<file path="config.mk">
export PLATFORM = sky130hd
export DESIGN_NAME = ccr_unit
export DESIGN_NICKNAME = d
export VERILOG_FILES = /design/src/rtl/ccr_unit.sv
export SDC_FILE = /design/constraint.sdc
export NUM_CORES = 1
export LEC_CHECK = 0
export CAP_MARGIN = 20
export CELL_PAD_IN_SITES_DETAIL_PLACEMENT = 2
export CELL_PAD_IN_SITES_GLOBAL_PLACEMENT = 2
export CORE_AREA = 2 2 53 55
export DETAILED_ROUTE_END_ITERATION = 7
export DIE_AREA = 0 0 55 57
export PLACE_DENSITY_LB_ADDON = 0.1
export SYNTH_ARGS = -nofsm -noshare
export SYNTH_HDL_FRONTEND = slang
export SYNTH_SLANG_ARGS = --single-unit
</file>
<file path="constraint.sdc">
create_clock -name clk -period 4.2 [get_ports clk]
set_clock_uncertainty 0.2 [all_clocks]
set_input_delay 0.84 -clock clk [delete_from_list [all_inputs] [get_ports clk]]
set_output_delay 0.84 -clock clk [all_outputs]
set_load 0.01 [all_outputs]
</file>
<file path="src/rtl/ccr_unit.sv">
//============================================================================
// Module      : ccr_unit
// Description : Condition-code register beside the EX-stage ALU. Captures the
//               C/N/Z flags, resolves and consumes branch conditions, and
//               saves/restores the flags on a small interrupt stack.
// Revision    : 1.0 - initial release
//============================================================================
`timescale 1ns/1ps
`default_nettype none

module ccr_unit #(
    parameter int DEPTH = 2
) (
    input  logic       clk,
    input  logic       rst_n,
    input  logic       alu_valid,
    input  logic       alu_carry,
    input  logic       alu_zero,
    input  logic       alu_neg,
    input  logic [2:0] flag_mask,
    input  logic       set_c,
    input  logic       clr_c,
    input  logic       br_valid,
    input  logic [1:0] br_cond,
    input  logic       int_save,
    input  logic       rti_restore,
    output logic [2:0] flags,
    output logic       br_taken,
    output logic       stack_empty,
    output logic       stack_full,
    output logic       stack_err
);

    localparam int              SP_W      = $clog2(DEPTH + 1);
    localparam logic [SP_W-1:0] C_SP_ZERO = '0;
    localparam logic [SP_W-1:0] C_SP_ONE  = SP_W'(1);
    localparam logic [SP_W-1:0] C_SP_FULL = SP_W'(DEPTH);

    localparam logic [1:0] C_COND_JZ  = 2'b00;
    localparam logic [1:0] C_COND_JN  = 2'b01;
    localparam logic [1:0] C_COND_JC  = 2'b10;
    localparam logic [1:0] C_COND_JMP = 2'b11;

    localparam int C_BIT_Z = 0;
    localparam int C_BIT_N = 1;
    localparam int C_BIT_C = 2;

    // Flag vector layout is {C,N,Z}, matching flag_mask bit positions.
    logic [2:0]      flags_q, flags_d;
    logic [2:0]      stack_q [DEPTH];
    logic [2:0]      stack_d [DEPTH];
    logic [SP_W-1:0] sp_q, sp_d;
    logic            err_q, err_d;

    logic       w_cond_hit;
    logic       w_br_taken;
    logic [2:0] w_consume;
    logic       w_push_req;
    logic       w_pop_req;
    logic       w_collide;
    logic       w_push_ok;
    logic       w_pop_ok;
    logic       w_full;
    logic       w_empty;
    logic [2:0] w_stack_top;

    // Branch resolution looks only at registered flags; same-cycle updates are
    // a hazard handled upstream by stalling.
    always_comb begin
        w_cond_hit = 1'b0;
        w_consume  = 3'b000;
        case (br_cond)
            C_COND_JZ:  w_cond_hit = flags_q[C_BIT_Z];
            C_COND_JN:  w_cond_hit = flags_q[C_BIT_N];
            C_COND_JC:  w_cond_hit = flags_q[C_BIT_C];
            C_COND_JMP: w_cond_hit = 1'b1;
            default:    w_cond_hit = 1'b0;
        endcase
        w_br_taken = br_valid & w_cond_hit;
        if (w_br_taken) begin
            case (br_cond)
                C_COND_JZ: w_consume[C_BIT_Z] = 1'b1;
                C_COND_JN: w_consume[C_BIT_N] = 1'b1;
                C_COND_JC: w_consume[C_BIT_C] = 1'b1;
                default:   w_consume          = 3'b000;
            endcase
        end
    end

    always_comb begin
        w_full     = (sp_q == C_SP_FULL);
        w_empty    = (sp_q == C_SP_ZERO);
        w_push_req = int_save & ~rti_restore;
        w_pop_req  = rti_restore & ~int_save;
        w_collide  = int_save & rti_restore;
        w_push_ok  = w_push_req & ~w_full;
        w_pop_ok   = w_pop_req & ~w_empty;
    end

    always_comb begin
        w_stack_top = 3'b000;
        for (int i = 0; i < DEPTH; i++) begin
            if (sp_q == SP_W'(i + 1)) begin
                w_stack_top = stack_q[i];
            end
        end
    end

    always_comb begin
        flags_d = flags_q;

        if (alu_valid && flag_mask[C_BIT_Z]) begin
            flags_d[C_BIT_Z] = alu_zero;
        end else if (w_consume[C_BIT_Z]) begin
            flags_d[C_BIT_Z] = 1'b0;
        end

        if (alu_valid && flag_mask[C_BIT_N]) begin
            flags_d[C_BIT_N] = alu_neg;
        end else if (w_consume[C_BIT_N]) begin
            flags_d[C_BIT_N] = 1'b0;
        end

        if (alu_valid && flag_mask[C_BIT_C]) begin
            flags_d[C_BIT_C] = alu_carry;
        end else if (set_c) begin
            flags_d[C_BIT_C] = 1'b1;
        end else if (clr_c) begin
            flags_d[C_BIT_C] = 1'b0;
        end else if (w_consume[C_BIT_C]) begin
            flags_d[C_BIT_C] = 1'b0;
        end

        if (w_pop_ok) begin
            flags_d = w_stack_top;
        end
    end

    // Push stores the pre-update flags so the handler's own ALU op in the
    // same cycle does not corrupt the saved context.
    always_comb begin
        for (int i = 0; i < DEPTH; i++) begin
            stack_d[i] = stack_q[i];
            if (w_push_ok && (sp_q == SP_W'(i))) begin
                stack_d[i] = flags_q;
            end
        end

        sp_d = sp_q;
        if (w_push_ok) begin
            sp_d = sp_q + C_SP_ONE;
        end else if (w_pop_ok) begin
            sp_d = sp_q - C_SP_ONE;
        end

        err_d = err_q | w_collide | (w_push_req & w_full) | (w_pop_req & w_empty);
    end

    always_ff @(posedge clk or negedge rst_n) begin
        if (!rst_n) begin
            flags_q <= 3'b000;
            sp_q    <= C_SP_ZERO;
            err_q   <= 1'b0;
            for (int i = 0; i < DEPTH; i++) begin
                stack_q[i] <= 3'b000;
            end
        end else begin
            flags_q <= flags_d;
            sp_q    <= sp_d;
            err_q   <= err_d;
            for (int i = 0; i < DEPTH; i++) begin
                stack_q[i] <= stack_d[i];
            end
        end
    end

    assign flags       = flags_q;
    assign br_taken    = w_br_taken;
    assign stack_empty = w_empty;
    assign stack_full  = w_full;
    assign stack_err   = err_q;

endmodule

`default_nettype wire
</file>
Yosys cells after proc, flatten, opt, wreduce, memory -nomap -nowiden:

Index checks and enable logic that the tools add are counted.

* flip-flop bits (word level): 12
* output and inout bits: 7
* bits of input ports: 16
* word-level logic and storage cells: 58

* reductions and logical operators: 11
* bitwise gates (word level): 15
* $add $sub $neg: 2
* muxes and demuxes: 18
* equality and inequality tests: 5

Operators by type and width (number)
* $mux W3: 4
* $mux W1: 11
* $and A1 B1 Y1: 8
* $eq A2 B2 Y1 const B: 3
* $reduce_bool A3 Y1: 2
* $logic_and A1 B1 Y1: 5
* $reduce_bool A5 Y1: 1
* $eq A2 B1 Y1 const B: 2
* $logic_not A2 Y1: 2
* $mux W2: 2
* $not A1 Y1: 4
* $pmux W1 S4: 1
* $or A1 B1 Y1: 3
* $add A2 B1 Y2 const B: 1
* $reduce_bool A2 Y1: 1
* $sub A2 B1 Y2 const B: 1

Logic depth before layout (Yosys ltp):

Gate-level depths: netlist of the first run.

* depth in word-level cells: 9
* gate-level depth with buffers: 6
* depth with buffers taken out: 5

Worst setup path before layout of the first run:

No wires, ideal clock.

* path kind: in2out
* from: input br_cond[0]
* to: output br_taken
* stages: 3
* path buffers: 0
* arrival: 1.338 ns
* slack: 1.822 ns
* cells stage by stage: nor2b_1 -> a211oi_1 -> a211oi_1

* cells in the longest elaborated chain, start to end: 3
* elaborated cells between the ends (all ways): 6

Ends and longest elaborated chain
* start, declared: RTL line 24 `input logic [1:0] br_cond,`
* $eq A2 B2 Y1, or another cell as far along: RTL line 72 `case (br_cond)`
* $pmux W1 S4 (*): RTL line 72
* $and A1 B1 Y1 (*): RTL line 79 `w_br_taken = br_valid & w_cond_hit;`
* end, declared: RTL line 28 `output logic br_taken,`

Mark *: on every way between the ends. The rest lies on a longest branch, timed or not.

Worst setup path after layout of the first run:

Ends and elaborated chain as after synthesis.

==> results.md, run 1 <==
* Worst-path cell chain: clkdlybuf4s50_1 > nor2b_1 > a211oi_1 > a211oi_1 > clkdlybuf4s50_1
* DR pass1 iterations at 4
* WHS Endpoint: stack_err$_DFF_PN0_
* Metal3 WL at between 90 and 100 µm
* RSZ-0062 raised after global routing: no
* Filler cell count at about 300
* Setup CP Type: in2out
* Final wirelength at between 1.5 and 2 mm
* I/O pin cnt at 23
* Min Tclk post-route at roughly 3300 ps
* Hold Crit Depth at 1
* Commonest non-fill, non-tap cell in the layout: clkdlybuf4s50_1
* Worst-margin pin slew at approximately 540 ps
* R2r setup slk at 2150 ps
* Num rows at 19
* I/O Buffers at 22
* Setup-failing EPs final at 0
* CP Buf/Inv Count at 2
* Vias at between 500 and 600
* Synth area leaders: dfrtp_1, mux2_2, ha_1
* Clock slew at reported path FFs at around 70 ps
* DR top layer: met4
* Total GRT Usage at between 10 and 15%
* Starting DRT DRC Count at 2
* Setup_tns at 0 ps
* CP Max Fanout at 6
* CTS tree: yes
* Wire length per cell at 15.9 µm
* Commonest cells after routing, fill and taps aside: clkdlybuf4s50_1, dfrtp_1, mux2_2
* Nets at between 100 and 150
* Vias per std cell at about 4.9
* CP Capture Type: primary output
* Max incr delay on CP at around 570 ps
* Initial Util at between 20% and 30%
* Initial antenna violation count at 0
* WL met1 at about 780 µm
* Routed Antenna Nets at 0
* Max-Cap Viols at 0
* Synth top area share at 43.6%
* Core Region at around 2600 µm²
* Vias in the first global route at 680
* Post-DP HPWL at ~1.5 mm
* Max Freq at roughly 300 MHz
* Die X at about 55 µm
* Total CTS buffers at 3
* Max H-tree Level at 1
* Fin util at between 30 and 40%
* Number of post-CTS setup repair buffers at 0
* Path depth of the worst reg2reg path at 5
* Worst path slowest cell: clkdlybuf4s50_1
* N_diodes at 0
* Full die area at 3140 µm²
* CTS Hold Bufs at 0
* Grt ovf at 0
* Mapped Nets at 84
* Worst path required time at ~3200 ps
* Largest net degree at the start of global routing at 13
* Worst reg2reg path startpoint: sp_q[0]$_DFFE_PN0P_
* Reg-to-reg critical path endpoint: stack_q[5]$_DFFE_PN0P_
* Seq cells post-synth at 12
* # DRC at 0
* Slew HR at between 60% and 70%
* Post-Syn Area at ~700 µm²
* Hold Vio Cnt, Final at 0
* Register area share after synthesis at 43.6%
* CTS sink count at 12
* Warnings from Yosys at 0
* First-pass GRT wire length at 3.15 mm
* Worst min path class: reg2reg
* VDD IR max at around 0.00028 V
* Startpoint type of the worst setup path: primary input
* Final instance area at 973 µm²
* Clk buf depth at 2
* Min-delay src: stack_err$_DFF_PN0_
* Leading area contributor after synthesis: dfrtp_1
* Root Driver: clkbuf_4
* Placed Area at ~940 µm²
* Mean Syn Cell Area at 10.6 µm²
* Layout cells sized above 1 at between 10% and 20%
* Max Slew Vio Count at 0
* WP data arrival at 2310 ps
* Outcome: finished clean
* Gate count of the mapped netlist at 65
* Post-synthesis cell type count at 27
* GP Congestion at 0.688
* PD cells at 518 nW/µm²
* Die height at around 57 µm
* Crit path max-delay family: buffers and inverters
* Insertion delay to the later sink of the worst-skew pair at about 270 ps
* Pleak at 0.414 nW
* Post-CTS Resized at 0
* Fin crit share at 79.7%
* DR WL met2 at approximately 1.0 mm
* Layout area overhead at 41.5%
==> through the flow <==
| stage | hold WS (ps) | power (mW) | std cells | setup slack, ps |
|---|---|---|---|---|
| after floorplan | 273 | 0.321 | 65 | 1820 |
| after global placement | 265 | 0.409 | 116 | 873 |
| after detailed placement | 269 | 0.423 | 116 | 842 |
| after CTS | 290 | 0.516 | 120 | 834 |
| after global routing | 333 | 0.550 | 120 | 721 |
| final | 282 | 0.504 | 120 | 854 |
==> worst reg2reg max path, delay by kind of cell, from the launching register on <==
kind,cells,cell delay (ps)
AND/OR/NAND/NOR,2,580
flip-flops,1,390
multiplexers,1,360
adder cells (fa/ha/maj),1,330
buffers and inverters,1,70
==> logic make-up (layout without fill, tap and decap cells) <==
family                     count (synthesis)  in the layout  share of synthesized area, %
buffers and inverters                      5             29                          3.09
muxes                                      8              8                          12.7
DFF                                       12             12                          43.6
AOI/OAI and AO/OA                         15             15                          15.5
adders and majority gates                  3              3                          5.46
and+or+nand+nor                           21             21                          18.4
xor gates and xnor gates                   1              1                          1.27
==> synthesized netlist by cell type <==
master    number
a21oi_1        3
buf_2          2
o311ai_0       1
nand2_1        3
nand3b_1       2
a31oi_1        3
a22o_1         1
xnor2_1        1
and3_1         1
nor2b_1        4
or3b_1         1
dfrtp_1       12
nor3b_1        1
mux2_2         6
nand3_1        1
nor2_1         2
nor3_1         2
mux2i_1        2
and2_1         2
nand4b_1       1
ha_1           3
and3b_1        1
inv_1          3
a221oi_1       2
a211oi_1       3
o21bai_1       1
o21a_1         1
==> power breakdown <==
group / total [mW] / leakage, nW / switching (mW) / internal (mW)
sequential: 0.195 / 0.144 / 0.0360 / 0.159
clock: 0.0898 / 0.0210 / 0.0372 / 0.0526
combinational: 0.219 / 0.249 / 0.101 / 0.118
total: 0.504 / 0.414 / 0.174 / 0.330
==> layout make-up <==
type,instances,area (µm²),share of cell area [%]
multi-input combinational,48,367,37.7
sequential,12,300,30.8
timing repair buffer,22,220,22.6
tap,31,38.8,3.98
clock buffer,4,36.3,3.73
inverter,3,11.3,1.16
==> metal layers <==
metal	vias to the layer above	track usage, %
met5	-	0
met2	16	24.3
met3	2	1.57
li1	286	-
met4	0	8.36
met1	288	16.5
==> flip-flops by register name, summed over array words and instances (netlist names) <==
signal / count
stack_q: 6
flags: 3
sp_q: 2
stack_err: 1
==> worst max-delay path by stage <==
stage	startpoint	endpoint	slack [ps]	cells past startpoint
2_1_floorplan	br_cond[0]	br_taken	1820	3
3_3_place_gp	br_cond[0]	br_taken	870	5
4_1_cts	br_cond[0]	br_taken	830	5
6_report	br_cond[0]	br_taken	850	5
3_5_place_dp	br_cond[0]	br_taken	840	5
5_1_grt	br_cond[0]	br_taken	720	5
Note: power is estimated with default switching activity, not from simulation.
==> run 2: changes to the inputs <==
CORE_AREA = 2 2 55 57   (was 2 2 53 55)
DIE_AREA = 0 0 57 59   (was 0 0 55 57)
clock period = 3.3 ns   (was 4.2 ns; I/O delays follow)
==> results.md, run 2 (synthesized netlist as in run 1, its figures left out) <==
* First-pass GRT wire length at 3.13 mm
* Startpoint type of the worst setup path: primary input
* R2r setup slk at ~1200 ps
* WP data arrival at 2180 ps
* Initial antenna violation count at 0
* Vias at 591
* Final instance area at between 900 and 1000 µm²
* Post-DP HPWL at around 1.4 mm
* N_diodes at 0
* Num rows at 19
* Clk buf depth at 2
* Commonest cells after routing, fill and taps aside: clkdlybuf4s50_1, dfrtp_1, mux2_2
* Top reg by flops: stack_q
* Max Slew Vio Count at 0
* Outcome: finished clean
* Pleak at slightly above 0.4 nW
* Layout area overhead at 39.5%
* Max Freq at ~330 MHz
* Initial Util at 25.4%
* WHS Endpoint: stack_err$_DFF_PN0_
* RSZ-0062 raised after global routing: no
* Placed Area at between 900 and 1000 µm²
* Total CTS buffers at 3
* Worst reg2reg path startpoint: sp_q[0]$_DFFE_PN0P_
* Max H-tree Level at 1
* CP Max Fanout at 6
* Met2 Track Usage GR at approximately 17%
* Vias per std cell at about 5
* Setup CP Type: in2out
* CTS Hold Bufs at 0
* Root Driver: clkbuf_4
* Worst path required time at approximately 2400 ps
* Slew HR at 64.7%
* Met3 usage at 5.02%
* PD cells at roughly 630 nW/µm²
* Worst-margin pin slew at 527 ps
* Commonest non-fill, non-tap cell in the layout: clkdlybuf4s50_1
* Fin util at roughly 35%
* Full die area at between 3000 and 4000 µm²
* Starting DRT DRC Count at 4
* # DRC at 0
* Setup_tns at 0 ps
* Hold Vio Cnt, Final at 0
* Post-CTS Resized at 0
* VDD IR max at 0.000266 V
* Wire length per cell at 15.2 µm
* CTS tree: yes
* Insertion delay to the later sink of the worst-skew pair at between 200 and 300 ps
* Min Tclk post-route at just over 3000 ps
* Most Crowded Layer GR: met1
* CTS sink count at 12
* Setup-failing EPs final at 0
* CP Capture Type: primary output
* Routed Antenna Nets at 0
* Die height at ~59 µm
* Final wirelength at between 1.5 and 2 mm
* Core Region at ~2700 µm²
* Hold Crit Depth at 1
* Fin crit share at between 90% and 100%
* Number of post-CTS setup repair buffers at 0
* Max-Cap Viols at 0
* Reg-to-reg critical path endpoint: stack_q[2]$_DFFE_PN0P_
* Clock slew at reported path FFs at about 70 ps
* Grt ovf at 0
* I/O Buffers at 22
* Met1 Use GR at ~18%
* Worst min path class: reg2reg
* Layout cells sized above 1 at roughly a tenth
* Min-delay src: stack_err$_DFF_PN0_
* DR pass1 iterations at 4
* Path depth of the worst reg2reg path at 5
* I/O pin cnt at 23
* Largest register FFs at 6
* Nets at around 110
* Die X at 57 µm
* GP Congestion at just under 0.7
* Vias in the first global route at roughly 620
* Filler cell count at 301
* Largest net degree at the start of global routing at 13
* Total GRT Usage at about an eighth
==> run 2: worst max-delay path by stage <==
stage	startpoint	end	slack, ps	cells past startpoint
global placement	br_cond[0]	br_taken	310	5
floorplan	br_cond[0]	br_taken	1280	3
detailed placement	br_cond[0]	br_taken	250	5
global route	br_cond[0]	br_taken	140	5
finish	br_cond[0]	br_taken	260	5
CTS	br_cond[0]	br_taken	240	5
==> run 2: layout make-up <==
cell class	instances	area (µm²)	share of cell area [%]
flip-flops and latches	12	300	31.3
well taps	31	38.8	4.04
clock buffers	3	22.5	2.35
repair buffers	22	220	22.9
multi-input cells	48	367	38.2
inverters	3	11.3	1.17
==> run 2: worst max-delay path, stage by stage <==
cell and delay, ps:
clkdlybuf4s50_1 490, nor2b_1 160, a211oi_1 70, a211oi_1 230
clkdlybuf4s50_1 570
==> run 2: power by group <==
group	total, mW	switching, mW	leakage [nW]	internal (mW)
Combinational	0.276	0.127	0.249	0.150
Sequential	0.246	0.0440	0.144	0.202
Clock	0.0864	0.0443	0.0138	0.0421
Total	0.609	0.215	0.407	0.394
==> run 2: layer usage <==
| metal | share of wire (%) | wire length (µm) |
|---|---|---|
| met1 | 49 | 885 |
| met2 | 47 | 848 |
| met3 | 3.6 | 66 |
| met4 | 0.55 | 10 |
| met5 | 0 | 0 |
==> run 2: through the flow <==
stage	cells	power, mW	hold WS (ps)	setup WS, ps
2_1_floorplan	65	0.409	164	1280
3_3_place_gp	116	0.520	265	315
3_5_place_dp	116	0.527	269	251
4_1_cts	119	0.622	290	236
5_1_grt	119	0.663	317	142
6_report	119	0.609	286	263
==> run 3: changes to the inputs <==
MAX_ROUTING_LAYER = met4   (was unset)
==> results.md, run 3 (synthesized netlist as in run 1, its figures left out) <==
* Outcome: finished clean
* Largest net degree at the start of global routing at 13
* CTS Hold Bufs at 0
* Wire length per cell at approximately 15 µm
* First-pass GRT wire length at ~3.1 mm
* Layout cells sized above 1 at between 10% and 20%
* Root Driver: clkbuf_4
* Max Freq at roughly 330 MHz
* Hold Vio Cnt, Final at 0
* Startpoint type of the worst setup path: primary input
* Combinational Power Share at 45.4%
* Worst-path cell chain: clkdlybuf4s50_1 > nor2b_1 > a211oi_1 > a211oi_1 > clkdlybuf4s50_1
* Setup CP Type: in2out
* Num rows at 19
* CP Buf/Inv Count at 2
* I/O Buffers at 22
* Total power at roughly 610 µW
* Clock power share at approximately 14%
* Post-CTS Resized at 0
* Crit path max-delay family: buffers and inverters
* Setup-failing EPs final at 0
* Clk buf depth at 2
* CP Max Fanout at 6
* Number of post-CTS setup repair buffers at 0
* Min Tclk post-route at around 3000 ps
* Internal Pwr Total at between 300 and 400 µW
* Vias per std cell at between 4 and 5
* Placed Area at between 900 and 1000 µm²
* Insertion delay to the later sink of the worst-skew pair at between 200 and 300 ps
* Grt ovf at 0
* Worst path slowest cell: clkdlybuf4s50_1
* Clock slew at reported path FFs at approximately 70 ps
* CP Capture Type: primary output
* Final wirelength at 1.81 mm
* N_diodes at 0
* FF/Latch Area at 300 µm²
* Top reg by flops: stack_q
* Layout area overhead at 39.5%
* Total CTS buffers at 3
* Max incr delay on CP at approximately 570 ps
* Layout Cells excl Fill at about 120
* Max-Cap Viols at 0
* Initial antenna violation count at 0
* Filler cell count at between 300 and 400
* GP Congestion at between 0.7 and 0.8
* Net load switching power at 215 µW
* VDD IR max at around 0.00027 V
* Sw frac at 35.3%
* Core Region at roughly 2700 µm²
* Worst slack at placement at 251 ps
* Routed Antenna Nets at 0
* Setup_tns at 0 ps
* Die X at around 57 µm
* Hold WS at between 200 and 300 ps
* Commonest cells after routing, fill and taps aside: clkdlybuf4s50_1, dfrtp_1, mux2_2
* Starting DRT DRC Count at 4
* Max H-tree Level at 1
* DP Cell Count at about 120
* Largest register FFs at 6
* RSZ-0062 raised after global routing: no
* Initial Util at between 20% and 30%
* # DRC at 0
* Slew HR at about two thirds
* Worst min path class: reg2reg
* Fin crit share at between 90% and 100%
* DR pass1 iterations at 4
* Total GRT Usage at between 10% and 20%
* Post-DP HPWL at 1.44 mm
* I/O pin cnt at 23
* PD cells at roughly 630 nW/µm²
* Final instance area at roughly 960 µm²
* Worst-margin pin slew at 527 ps
* Flop pwr share at between 40% and 50%
* Fin util at roughly 35%
* Multi-input gate area at about 370 µm²
* Worst path required time at between 2000 and 2500 ps
* Setup ws final at between 200 and 300 ps
* Vias at just under 600
* CTS sink count at 12
* Nets at approximately 110
* CTS tree: yes
* Pleak at around 0.4 nW
* Full die area at between 3000 and 4000 µm²
* WP data arrival at roughly 2200 ps
* Commonest non-fill, non-tap cell in the layout: clkdlybuf4s50_1
* Max Slew Vio Count at 0
* Vias in the first global route at slightly above 600
* Die height at a little under 60 µm
[run 3: cell counts in the layout (fill, tap and decap cells not counted)]
Identical to the previous run, type by type.
[run 3: worst register-to-register path, cell delays in order (launching register included)]
cell and delay [ps]:
dfrtp_1 390, inv_1 80, ha_1 340, nor3b_1 330, and2_1 270, mux2_2 350
[run 3: final cells by class]
| cell class | count | share of cell area, % |
|---|---|---|
| multi-input cells | 48 | 38.2 |
| flip-flops and latches | 12 | 31.3 |
| well taps | 31 | 4.04 |
| clock buffers | 3 | 2.35 |
| repair buffers | 22 | 22.9 |
| inverters | 3 | 1.17 |
[run 3: metal layers]
layer,wire length (µm),global-route usage (%)
met1,885,17.6
met2,848,17.2
met3,66,5.02
met4,10,1.99
met5,0,-
[run 3: path summary, 6_finish.rpt]
check	start	cells after the start	endpoint	slack (ps)
worst max-delay path	br_cond[0]	5	br_taken	260
worst min-delay path	stack_err$_DFF_PN0_	1	stack_err$_DFF_PN0_	290
worst max register to register	sp_q[0]$_DFFE_PN0P_	5	stack_q[2]$_DFFE_PN0P_	1220
worst min register to register	stack_err$_DFF_PN0_	1	stack_err$_DFF_PN0_	290
max in group asynchronous	rst_n	1	sp_q[0]$_DFFE_PN0P_	2010
min in group asynchronous	rst_n	1	sp_q[1]$_DFFE_PN0P_	540
[run 3: power groups by stage]
stage	combinational (mW)	clock (mW)	sequential, mW
2_1_floorplan	0.168	0	0.241
3_3_place_gp	0.273	0	0.247
4_1_cts	0.281	0.0924	0.248
5_1_grt	0.305	0.0988	0.260
3_5_place_dp	0.276	0	0.251
6_report	0.276	0.0864	0.246
